### config.mk
export PLATFORM = sky130hd
export DESIGN_NAME = vga_vram_arbiter
export DESIGN_NICKNAME = d
export VERILOG_FILES = /design/src/rtl/vga_vram_arbiter_pkg.sv /design/src/rtl/vga_vram_arbiter_fifo.sv /design/src/rtl/vga_vram_arbiter.sv
export SDC_FILE = /design/constraint.sdc
export NUM_CORES = 1
export LEC_CHECK = 0
export CELL_PAD_IN_SITES_DETAIL_PLACEMENT = 2
export CELL_PAD_IN_SITES_GLOBAL_PLACEMENT = 2
export CORE_ASPECT_RATIO = 1.4
export CORE_MARGIN = 2
export CORE_UTILIZATION = 44
export CTS_CLUSTER_SIZE = 14
export DETAILED_ROUTE_END_ITERATION = 10
export DONT_BUFFER_PORTS = 1
export PLACE_DENSITY_LB_ADDON = 0.1
export SLEW_MARGIN = 20
export SYNTH_ARGS = -nofsm -noshare
export SYNTH_HDL_FRONTEND = slang
export SYNTH_HIERARCHICAL = 1
export SYNTH_SLANG_ARGS = --single-unit
### constraint.sdc
create_clock -name clk -period 4.55 [get_ports clk]
set_clock_uncertainty 0.2 [all_clocks]
set_input_delay 1.1375 -clock clk [delete_from_list [all_inputs] [get_ports clk]]
set_output_delay 1.1375 -clock clk [all_outputs]
set_load 0.05 [all_outputs]
### src/rtl/vga_vram_arbiter_pkg.sv
// vga_pkg: display timing constants, frame size and arbiter grant encoding
package vga_pkg;

  localparam int HPIXELS     = 800;
  localparam int VLINES      = 521;
  localparam int HBP         = 144;
  localparam int HFP         = 784;
  localparam int VBP         = 31;
  localparam int VFP         = 511;
  localparam int FRAME_WORDS = 19200;

  typedef enum logic [1:0] {GNT_IDLE, GNT_DISP, GNT_CPU} gnt_e;

endpackage

### src/rtl/vga_vram_arbiter_fifo.sv
// vga_fifo: display prefetch FIFO with flush, occupancy count and registered head word
module vga_fifo #(
  parameter int DW    = 16,
  parameter int DEPTH = 4
) (
  input  logic                     clk,
  input  logic                     rst_n,
  input  logic                     flush_i,
  input  logic                     push_i,
  input  logic                     pop_i,
  input  logic [DW-1:0]            wdata_i,
  output logic [DW-1:0]            head_o,
  output logic [$clog2(DEPTH):0]   count_o
);
  localparam int PW = $clog2(DEPTH);

  logic [DW-1:0] mem_q [DEPTH];
  logic [PW-1:0] rd_q, wr_q, rd_nxt;
  logic [PW:0]   count_q;
  logic [DW-1:0] head_q, head_d;
  logic          empty, full, do_push, do_pop;

  // pop on empty is ignored; the head only changes when a word moves into the head slot
  always_comb begin
    empty   = count_q == '0;
    full    = count_q == (PW+1)'(DEPTH);
    do_pop  = pop_i & ~empty & ~flush_i;
    do_push = push_i & ~flush_i & (~full | do_pop);
    rd_nxt  = rd_q + 1'b1;
    head_d  = do_pop ? (count_q > (PW+1)'(1) ? mem_q[rd_nxt] : do_push ? wdata_i : head_q)
                     : (empty & do_push) ? wdata_i : head_q;
  end

  // word storage, contents only meaningful between rd and wr pointers
  always_ff @(posedge clk)
    if (do_push) mem_q[wr_q] <= wdata_i;

  // pointers and count; flush empties the FIFO but leaves the last head word visible
  always_ff @(posedge clk or negedge rst_n)
    if (!rst_n) begin
      rd_q    <= '0;
      wr_q    <= '0;
      count_q <= '0;
      head_q  <= '0;
    end else if (flush_i) begin
      rd_q    <= '0;
      wr_q    <= '0;
      count_q <= '0;
    end else begin
      if (do_push) wr_q <= wr_q + 1'b1;
      if (do_pop)  rd_q <= rd_nxt;
      count_q <= count_q + (PW+1)'(do_push) - (PW+1)'(do_pop);
      head_q  <= head_d;
    end

  assign head_o  = head_q;
  assign count_o = count_q;

endmodule

### src/rtl/vga_vram_arbiter.sv
// vga_vram_arbiter: shares single-port VRAM between display prefetch and CPU accesses
module vga_vram_arbiter #(
  parameter int AW          = 16,
  parameter int DW          = 16,
  parameter int FIFO_DEPTH  = 4,
  parameter int LOW_WATER   = 2,
  parameter int FRAME_WORDS = vga_pkg::FRAME_WORDS
) (
  input  logic          clk,
  input  logic          rst_n,
  input  logic          frame_start,
  input  logic [AW-1:0] base_addr,
  input  logic          pix_pop,
  output logic [DW-1:0] pix_data,
  output logic          pix_valid,
  output logic          underrun,
  input  logic          cpu_req,
  input  logic          cpu_we,
  input  logic [AW-1:0] cpu_addr,
  input  logic [DW-1:0] cpu_wdata,
  output logic          cpu_ack,
  output logic [DW-1:0] cpu_rdata,
  output logic          mem_en,
  output logic          mem_we,
  output logic [AW-1:0] mem_addr,
  output logic [DW-1:0] mem_wdata,
  input  logic [DW-1:0] mem_rdata
);
  import vga_pkg::*;

  localparam int CNTW = $clog2(FIFO_DEPTH) + 1;
  localparam int CLW  = CNTW + 1;
  localparam int WCW  = $clog2(FRAME_WORDS + 1);

  logic [CNTW-1:0] fifo_cnt;
  logic [CLW-1:0]  committed;
  logic            eligible, starving, cpu_ok;
  gnt_e            gnt_d;

  logic            active_q;
  logic [AW-1:0]   ptr_q;
  logic [WCW-1:0]  wcnt_q;
  logic            iss_disp_q, ret_disp_q, iss_cpu_q, ret_cpu_q, ret_rd_q;
  logic            cpu_busy_q, cpu_ack_q, underrun_q;
  logic [DW-1:0]   cpu_rdata_q;
  logic            mem_en_q, mem_we_q;
  logic [AW-1:0]   mem_addr_q;
  logic [DW-1:0]   mem_wdata_q;

  vga_fifo #(.DW(DW), .DEPTH(FIFO_DEPTH)) u_fifo (
    .clk     (clk),
    .rst_n   (rst_n),
    .flush_i (frame_start),
    .push_i  (ret_disp_q),
    .pop_i   (pix_pop),
    .wdata_i (mem_rdata),
    .head_o  (pix_data),
    .count_o (fifo_cnt)
  );

  // committed level counts words already queued plus display reads still in the memory pipe;
  // no display grant in a frame_start cycle since the pointer is being reloaded
  always_comb begin
    committed = CLW'(fifo_cnt) + CLW'(iss_disp_q) + CLW'(ret_disp_q);
    eligible  = active_q & ~frame_start & (committed < CLW'(FIFO_DEPTH)) & (wcnt_q < WCW'(FRAME_WORDS));
    starving  = committed < CLW'(LOW_WATER);
    cpu_ok    = cpu_req & ~cpu_busy_q;
    gnt_d     = (eligible & starving) ? GNT_DISP : cpu_ok ? GNT_CPU : eligible ? GNT_DISP : GNT_IDLE;
  end

  // register the grant onto the memory port
  always_ff @(posedge clk or negedge rst_n)
    if (!rst_n) begin
      mem_en_q    <= 1'b0;
      mem_we_q    <= 1'b0;
      mem_addr_q  <= '0;
      mem_wdata_q <= '0;
    end else begin
      mem_en_q <= gnt_d != GNT_IDLE;
      mem_we_q <= (gnt_d == GNT_CPU) & cpu_we;
      if (gnt_d == GNT_DISP) mem_addr_q <= ptr_q;
      else if (gnt_d == GNT_CPU) begin
        mem_addr_q  <= cpu_addr;
        mem_wdata_q <= cpu_wdata;
      end
    end

  // fetch pointer and per-frame word counter; fetching stays off until the first frame_start
  always_ff @(posedge clk or negedge rst_n)
    if (!rst_n) begin
      active_q <= 1'b0;
      ptr_q    <= '0;
      wcnt_q   <= '0;
    end else if (frame_start) begin
      active_q <= 1'b1;
      ptr_q    <= base_addr;
      wcnt_q   <= '0;
    end else if (gnt_d == GNT_DISP) begin
      ptr_q  <= ptr_q + 1'b1;
      wcnt_q <= wcnt_q + 1'b1;
    end

  // tag pipeline and CPU response; frame_start kills the display read about to return
  always_ff @(posedge clk or negedge rst_n)
    if (!rst_n) begin
      iss_disp_q  <= 1'b0;
      ret_disp_q  <= 1'b0;
      iss_cpu_q   <= 1'b0;
      ret_cpu_q   <= 1'b0;
      ret_rd_q    <= 1'b0;
      cpu_busy_q  <= 1'b0;
      cpu_ack_q   <= 1'b0;
      cpu_rdata_q <= '0;
      underrun_q  <= 1'b0;
    end else begin
      iss_disp_q <= gnt_d == GNT_DISP;
      ret_disp_q <= iss_disp_q & ~frame_start;
      iss_cpu_q  <= gnt_d == GNT_CPU;
      ret_cpu_q  <= iss_cpu_q;
      ret_rd_q   <= iss_cpu_q & ~mem_we_q;
      cpu_ack_q  <= ret_cpu_q;
      cpu_busy_q <= (gnt_d == GNT_CPU) | (cpu_busy_q & ~cpu_ack_q);
      if (ret_rd_q) cpu_rdata_q <= mem_rdata;
      underrun_q <= pix_pop & ~frame_start & (fifo_cnt == '0);
    end

  assign pix_valid = fifo_cnt != '0;
  assign underrun  = underrun_q;
  assign cpu_ack   = cpu_ack_q;
  assign cpu_rdata = cpu_rdata_q;
  assign mem_en    = mem_en_q;
  assign mem_we    = mem_we_q;
  assign mem_addr  = mem_addr_q;
  assign mem_wdata = mem_wdata_q;

endmodule

Yosys cells after proc, flatten, opt, wreduce, memory -nomap -nowiden --
Memory sizes are Yosys's and may differ from the RTL's. Cells that the tools add are included.
Cells by class: add/subtract/negate cells 8, order comparisons 4, equality and inequality tests 4, mux-type cells 20, bitwise gates (word level) 25, reduce and logical (&&, ||, !) cells 10
Operators with widths (count):
- $mux 16 | 8
- $mux 15 | 2
- $add 16x1->16 const B | 1
- $and 1x1->1 | 16
- $add 15x1->15 const B | 1
- $lt 15x15->1 const B | 1
- $mux 2 | 6
- $reduce_bool 2->1 | 6
- $not 1->1 | 7
- $add 2x1->2 const B | 2
- $add 3x1->4 | 1
- $add 4x1->4 | 1
- $lt 4x2->1 const B | 1
- $lt 4x3->1 const B | 1
- $add 3x1->3 | 1
- $eq 3x3->1 const B | 1
- $gt 3x1->1 const B | 1
- $logic_not 3->1 | 1
- $mux 1 | 3
- $mux 3 | 1
- $ne 3x2->1 const B | 1
- $reduce_and 3->1 | 1
- $reduce_bool 3->1 | 1
- $sub 3x1->3 | 1
- other kinds (4) | 5
Storage, ports and cells: register bits 113, memory bits (writable) 64, input bits 70, output and inout port bits 69, logic and storage cells 92, memories 1
Memory list:
- u_fifo.mem_q | depth 4, bits a word 16, rd ports 1, clocked after Yosys merged registers in 0, wr ports 1, line vga_vram_arbiter_fifo.sv:17 | logic [DW-1:0] mem_q [DEPTH];

Longest topological paths before layout --
Gate-level depths: netlist of run 1.
depth in word-level cells 11, mapped depth 13, depth with buffers taken out 12

Hierarchy --
Netlist of run 1, hierarchy kept.
By module, submodules not included:
- vga_vram_arbiter | instances 1, cells each 338, area an instance 3982.6 sq um, sequential area each 2252.2 sq um
- vga_fifo | instances 1, cells each 191, area an instance 3559.7 sq um, sequential area each 2497.4 sq um

Least setup slack after synthesis of run 1 --
Ideal clock, no wire load.
kind input-to-reg, start input pix_pop, end register u_fifo.count_q[2] (netlist: u_fifo/count_o[2]), data arrival time 2.917 ns, data required time 4.230 ns, slack 1.313 ns, stages 11, path buffers 1, path through or4b_1 and3_4 buf_6 inv_2 ha_1 inv_1 ha_1 inv_1 fa_1 xnor2_1 nor2_1
On the way: cells in the longest elaborated chain, start to end 7
Ends and longest elaborated chain:
- from (decl) | line vga_vram_arbiter.sv:13 | input logic pix_pop,
- $and 1x1->1 * (2 in a row) | line vga_vram_arbiter_fifo.sv:27 | do_pop = pop_i & ~empty & ~flush_i;
- $or 1x1->1 | line vga_vram_arbiter_fifo.sv:28 | do_push = push_i & ~flush_i & (~full | do_pop);
- $and 1x1->1 | line vga_vram_arbiter_fifo.sv:28
- $add 3x1->3 | line vga_vram_arbiter_fifo.sv:52 | count_q <= count_q + (PW+1)'(do_push) - (PW+1)'(do_pop);
- $sub 3x1->3 * | line vga_vram_arbiter_fifo.sv:52
- $mux 3 * | line vga_vram_arbiter_fifo.sv:45 | end else if (flush_i) begin
- to (signal assigned) | line vga_vram_arbiter_fifo.sv:52
- to (decl) | line vga_vram_arbiter_fifo.sv:19 | logic [PW:0] count_q;
Every way passes the cells marked *; elsewhere a longest branch is shown, timed or not. A chain may end at the register's enable or synchronous reset.

Worst setup path after layout of run 1 --
start register u_fifo.count_q[0] (netlist: u_fifo/count_o[0]), end register ptr_q[13]
On the way: cells in the longest elaborated chain, start to end 10, elaborated cells between the ends (all ways) 12, classes of those cells add/sub (2); order compare (2); eq/ne (1); mux (3); bitwise (3); reduce/logical (1)
Ends and longest elaborated chain:
- $add 3x1->4 * | line vga_vram_arbiter.sv:64 | committed = CLW'(fifo_cnt) + CLW'(iss_disp_q) + CLW'(ret_disp_q);
- $add 4x1->4 * | line vga_vram_arbiter.sv:64
- $lt 4x3->1 | line vga_vram_arbiter.sv:65 | eligible = active_q & ~frame_start & (committed < CLW'(FIFO_DEPTH)) & (wcnt_q < WCW'(FRAME_WORDS));
- $and 1x1->1 (2 in a row) | line vga_vram_arbiter.sv:65
- $mux 1 | line vga_vram_arbiter.sv:68 | gnt_d = (eligible & starving) ? GNT_DISP : cpu_ok ? GNT_CPU : eligible ? GNT_DISP : GNT_IDLE;
- $mux 2 | line vga_vram_arbiter.sv:68
- $mux 2 * | line vga_vram_arbiter.sv:68
- $eq 2x1->1 * | line vga_vram_arbiter.sv:98 | end else if (gnt_d == GNT_DISP) begin
- $reduce_bool 2->1 (no line) *
- to (signal assigned) | line vga_vram_arbiter.sv:96 | ptr_q <= base_addr;
- to (signal assigned) | line vga_vram_arbiter.sv:99 | ptr_q <= ptr_q + 1'b1;
- to (decl) | line vga_vram_arbiter.sv:41 | logic [AW-1:0] ptr_q;
Marked as above.

==> summary.txt, run 1 <==
Clock tree
  – Reg clk slew, reported paths: 70 ps
  – CTS Sinks: 177
  – Cts bufs inserted: 17
  – Clock Path Buffers: 2
  – Root Buffer: clkbuf_16
  – Post-CTS resize count: 0
  – Number of H-tree levels: 4
  – CTS tree: yes
  – Clk_lat worst skew: 420 ps
  – Hold_buf cts: 0
  – Post-CTS Setup Inserts: 0

Floorplanning
  – Row count: 56
  – Initial cell density of the core: between 40% and 50%
  – I/O pin count: 139
  – Total core area: between 0.015 and 0.02 mm²
  – Die width: approximately 110 µm
  – Total die area: 0.0182 mm²
  – Die height: 159 µm

Worst setup path
  – CP startpoint: u_fifo/count_o[0]
  – CP max stage cell: ha_1
  – Critical path's largest stage delay: 540 ps
  – Worst Setup Path Type: flip-flop to flip-flop
  – CP Data Arrival Time: 4040 ps
  – Crit path launch type: flip-flop
  – Crit path max fanout: 11
  – FF-to-FF path depth: 12
  – Worst EP required: 4660 ps
  – Crit. End Element: flip-flop
  – Top delay family on crit path: adder cells
  – Worst Path Buf+Inv: 0
  – Worst reg2reg path endpoint: ptr_q[13]
  – Most used cell, CP: ha_1
  – Reg2Reg Setup Slack: around 620 ps
  – Crit-path cells: ha_1, a21o_1, ha_1, nand3b_1, nand4b_1, a221oi_2, or3b_1, ha_1, nand4_1, nor4_1, xor2_1, mux2_2
  – FF-to-FF Start: u_fifo/count_o[0]

Placement
  – Placer Congestion: roughly 0.76
  – Port Buffers: 0
  – Detail Placement HPWL: 11200 µm
  – Worst slack, placed: 676 ps

Timing
  – Number of setup violations in the final report: 0
  – Post-route setup TNS: 0 ps
  – Max Slew Vio Count: 0
  – RSZ-0062 raised after global routing: no
  – Slew margin rel.: 33.3%
  – Worst slew pin tran: between 1000 and 1500 ps
  – Max Freq: 254 MHz
  – Hold Violations, Final: 0
  – Period minus WS final: roughly 3900 ps
  – Final worst path period share: 86.4%
  – Final worst setup slack: between 600 and 700 ps
  – Hold Worst Slack: 174 ps

Flow run
  – Max-Cap Viols: 0

Min path
  – Endpoint, Worst Hold: cpu_ack
  – Hold_sp: ret_cpu_q
  – Hold Path Stages: 0
  – Hold Path Class: flip-flop to flip-flop

Detailed routing
  – Drt pass-1 iters: 4
  – Vias after detailed routing: approximately 4.2k
  – Final antenna-violating net count: 0
  – Residual DRC: 0
  – DRT iter0 DRCs: 183
  – Total Wirelength: ~17000 µm
  – Drt wl/cell: between 20 and 25 µm
  – Via density: 5.67

Synthesis
  – Ys Warns: 6
  – Register area share after synthesis: 63.0%
  – Post-synth ARST share: a little under two thirds
  – Yosys reg bits: 177
  – Synth Instances: 529
  – Syn Nets: 615
  – Post-synth top area cell: dfrtp_1
  – Top-area cell type share of the netlist area: ~37%
  – Yosys cell types: 50
  – Synth Flop Type: dfrtp_1
  – Synth Cell Area: 0.00754 mm²
  – EDFF count, synth: 64
  – Syn Area/Cell: about 14 µm²
  – Area contributors post-synth: dfrtp_1 37%, edfxtp_1 25%, mux2_2 5.1%

Global route
  – GRT overflow: 0
  – Vias in the first global route: between 4k and 5k
  – Largest net degree at the start of global routing: about 110
  – First-pass GRT wire length: 27100 µm
  – Initial antenna violation count: 0
  – Gr usage total: 19.4%

Cells and area
  – N_diodes: 0
  – Commonest non-fill, non-tap cell in the layout: dfrtp_1
  – Area delta synth->final: 9.51%
  – Fill count: 1550
  – Final nets: 611
  – Share of layout cells above drive strength 1: roughly a fifth
  – Commonest non-fill, non-tap cells in the layout: 113 x dfrtp_1, 64 x edfxtp_1, 36 x nor2_1
  – Final core occ: approximately 49%

Power and ir drop
  – Leak Pwr: approximately 3.1 nW
  – Pwr/cell area: 691 mW/mm²
  – Worst VDD drop: 0.300 mV

Status
  – Status: completed
sequential cells by signal (all words and copies together), names as in the netlist, 2 cells and up:
signal,count
u_fifo/mem_q,64
cpu_rdata,16
mem_addr,16
mem_wdata,16
ptr_q,16
u_fifo/head_o,16
wcnt_q,15
u_fifo/count_o,3
u_fifo/rd_q,2
u_fifo/wr_q,2
power breakdown:
part | switching, mW | internal, mW | total (mW)
Combinational | 0.387 | 0.455 | 0.842
Clock | 0.637 | 0.817 | 1.45
Sequential | 1.40 | 2.01 | 3.41
Total | 2.43 | 3.28 | 5.70
through the flow:
step	power, mW	std cells	cell area [µm²]
6_report	5.70	741	8260
5_1_grt	5.97	741	8260
4_1_cts	5.79	741	8260
3_5_place_dp	4.30	709	7670
3_3_place_gp	4.24	709	7670
2_1_floorplan	4.05	529	7540
cell families (layout without fill, tap and decap cells):
group                    after synthesis  after routing  share of synthesized area (%)
AO/OA/AOI/OAI                         60             60                           5.82
adder cells (fa/ha/maj)               16             16                           2.75
multiplexers                          68             68                           12.2
AND/OR/NAND/NOR                      136            136                           9.94
buffers and inverters                 41             50                           2.67
flip-flops                           177            177                           63.0
XOR/XNOR                              31             31                           3.60
area by class of cell:
class                           instances  area, µm²  area share [%]
Sequential cell                       177       4750            57.5
Clock buffer                           18        429            5.20
Tap cell                              203        254            3.08
Timing Repair Buffer                    3       22.5           0.273
Inverter                               15       56.3           0.682
Multi-Input combinational cell        311       2590            31.4
Clock inverter                         14        156            1.89
Yosys cell counts (7+ instances only):
library cell	count
nand4_1	8
a21oi_1	18
ha_1	15
o221a_1	10
nand2b_1	18
nor4_1	7
buf_2	8
mux2_2	34
clkbuf_1	11
xnor2_1	20
nor2_1	36
inv_1	14
edfxtp_1	64
mux4_2	16
nand2_1	23
dfrtp_1	113
o21ai_0	16
mux2i_1	18
xor2_1	11
nor3_1	9
worst max-delay path by stage:
stage                              endpoint  cells past startpoint
final                             ptr_q[13]                     12
after global routing              ptr_q[13]                     12
after CTS                         ptr_q[13]                     12
after detailed placement          ptr_q[13]                     12
after global placement            ptr_q[13]                     12
after floorplan           u_fifo/count_o[2]                     11
worst reg2reg max path, cell delays in order (launching register included):
cell,delay [ps]
dfrtp_1,430
ha_1,310
a21o_1,210
ha_1,280
nand3b_1,90
nand4b_1,120
a221oi_2,360
or3b_1,220
ha_1,540
nand4_1,340
nor4_1,330
xor2_1,130
mux2_2,270
layer usage:
layer	track usage, %	share of wire (%)
met5	0	0
met4	5.99	1.1
met3	3.63	3.2
met2	36.0	56
met1	22.3	39
Note: power is estimated with default switching activity, not from simulation.
==> run 2: changes to the inputs <==
GPL_TIMING_DRIVEN = 0   (was default)
==> summary.txt, run 2 (synthesized netlist as in run 1, its figures left out) <==
Clock tree
  – Clock Path Buffers: 2
  – Reg clk slew, reported paths: roughly 70 ps
  – Cts bufs inserted: 17
  – CTS Sinks: 177
  – Root Buffer: clkbuf_16
  – Clk_lat worst skew: around 420 ps
  – Post-CTS Setup Inserts: 0
  – Number of H-tree levels: 4
  – Hold_buf cts: 0
  – Post-CTS resize count: 0
  – CTS tree: yes

Global route
  – Gr usage total: 20.1%
  – Largest net degree at the start of global routing: roughly 110
  – First-pass GRT wire length: 28000 µm
  – Vias in the first global route: about 5k
  – Initial antenna violation count: 0
  – GRT overflow: 0

Cells and area
  – Area delta synth->final: 11.0%
  – Final nets: between 600 and 700
  – Share of layout cells above drive strength 1: between 20% and 30%
  – Final Instance Area: 0.00837 mm²
  – Fin cells: 764
  – Most flop-heavy register: u_fifo/mem_q
  – Commonest non-fill, non-tap cells in the layout: 113 x dfrtp_1, 64 x edfxtp_1, 36 x nor2_1
  – Final core occ: between 40% and 50%
  – N_diodes: 0
  – Commonest non-fill, non-tap cell in the layout: dfrtp_1
  – Largest register FFs: 64

Worst setup path
  – Worst Setup Path Type: flip-flop to flip-flop
  – Top delay family on crit path: simple AND/OR/NAND/NOR gates
  – Crit path max fanout: 10
  – Crit-path cells: ha_1, a21o_1, ha_1, nand3b_1, nand4b_1, a221oi_2, or3b_1, ha_1, buf_2, nand3_1, nor4_1, xor2_1, mux2_2
  – Crit. End Element: flip-flop
  – CP startpoint: u_fifo/count_o[0]
  – Critical path's largest stage delay: about 440 ps
  – FF-to-FF Start: u_fifo/count_o[0]
  – Worst reg2reg path endpoint: ptr_q[14]
  – CP max stage cell: dfrtp_1
  – Levels on crit path: 13
  – Worst EP required: 4670 ps
  – Reg2Reg Setup Slack: 890 ps
  – FF-to-FF path depth: 13
  – Most used cell, CP: ha_1
  – CP Data Arrival Time: 3780 ps
  – Critical Path End: ptr_q[14]
  – Worst Path Buf+Inv: 1
  – Crit path launch type: flip-flop

Power and ir drop
  – Sw Pwr: 2.47 mW
  – Internal Power: ~3.2 mW
  – Pwr/cell area: 684 mW/mm²
  – Clock power share: 25.0%
  – Reg power frac: 58.7%
  – Gate power share: 16.3%
  – Worst VDD drop: 0.349 mV
  – Final Power: between 5 and 6 mW
  – Leak Pwr: between 3 and 4 nW
  – Sw Share: between 40% and 50%

Placement
  – Worst slack, placed: 862 ps
  – Post-DP Area: a little under 0.008 mm²
  – Placer Congestion: 0.705
  – Placed insts: 732
  – Port Buffers: 0
  – Detail Placement HPWL: 12100 µm

Timing
  – Number of setup violations in the final report: 0
  – Max Freq: around 270 MHz
  – Slew margin rel.: 43.6%
  – Final worst setup slack: 891 ps
  – Hold Violations, Final: 0
  – Period minus WS final: 3660 ps
  – Final worst path period share: 80.4%
  – Hold Worst Slack: ~160 ps
  – Post-route setup TNS: 0 ps
  – Worst slew pin tran: between 800 and 900 ps
  – RSZ-0062 raised after global routing: no
  – Max Slew Vio Count: 0

Floorplanning
  – I/O pin count: ~140
  – Initial cell density of the core: 45.0%
  – Row count: 56
  – Die width: between 100 and 150 µm
  – Total core area: 0.0167 mm²
  – Total die area: ~0.018 mm²
  – Die height: 159 µm

Detailed routing
  – DRT iter0 DRCs: 203
  – Drt pass-1 iters: 4
  – Via density: 5.69
  – Drt wl/cell: 22.6 µm
  – Residual DRC: 0
  – Total Wirelength: around 17000 µm
  – Vias after detailed routing: 4350
  – Final antenna-violating net count: 0

Flow run
  – Max-Cap Viols: 0

Min path
  – Hold Path Class: flip-flop to flip-flop

Status
  – Status: completed
run 2: power by group through the flow:
stage          Sequential, mW  Clock, mW  Combinational, mW
2_1_floorplan            3.30          0              0.756
3_3_place_gp             3.39          0              0.891
3_5_place_dp             3.41          0              0.950
4_1_cts                  3.37       1.47              0.958
5_1_grt                  3.41       1.53               1.05
6_report                 3.36       1.43              0.936
run 2: worst register-to-register path, delay by kind of cell (launching register included):
family / cells / cell delay, ps
AO/OA/AOI/OAI: 2 / 520
flip-flops: 1 / 440
adder cells (fa/ha/maj): 3 / 850
buffers and inverters: 1 / 270
multiplexers: 1 / 270
AND/OR/NAND/NOR: 5 / 910
XOR/XNOR: 1 / 110
run 2: how the worst min path moves through the flow:
| stage | startpoint | to | slack, ps | cells after the start |
|---|---|---|---|---|
| after floorplan | ret_cpu_q | cpu_ack | 130 | 0 |
| after global placement | ret_cpu_q | cpu_ack | 140 | 0 |
| after detailed placement | ret_cpu_q | cpu_ack | 150 | 0 |
| after CTS | ret_cpu_q | cpu_ack | 170 | 0 |
| after global routing | ret_cpu_q | cpu_ack | 160 | 0 |
| final | ret_cpu_q | cpu_ack | 160 | 0 |
run 2: metal layers:
layer / vias to the layer above / track usage [%] / part of all wire, %
met3: 11 / 5.19 / 3.6
li1: 1954 / - / -
met1: 2305 / 23.2 / 39
met5: - / 0 / 0
met4: 0 / 4.88 / 0.92
met2: 80 / 36.8 / 57
run 2: final cells by class:
cell class	count	area, µm²
Inverter	15	56.3
Clock inverter	14	144
Tap cell	203	254
Fill cell	1600	8380
Buffer	26	145
Sequential cell	177	4750
Multi-Input combinational cell	311	2590
Clock buffer	18	429
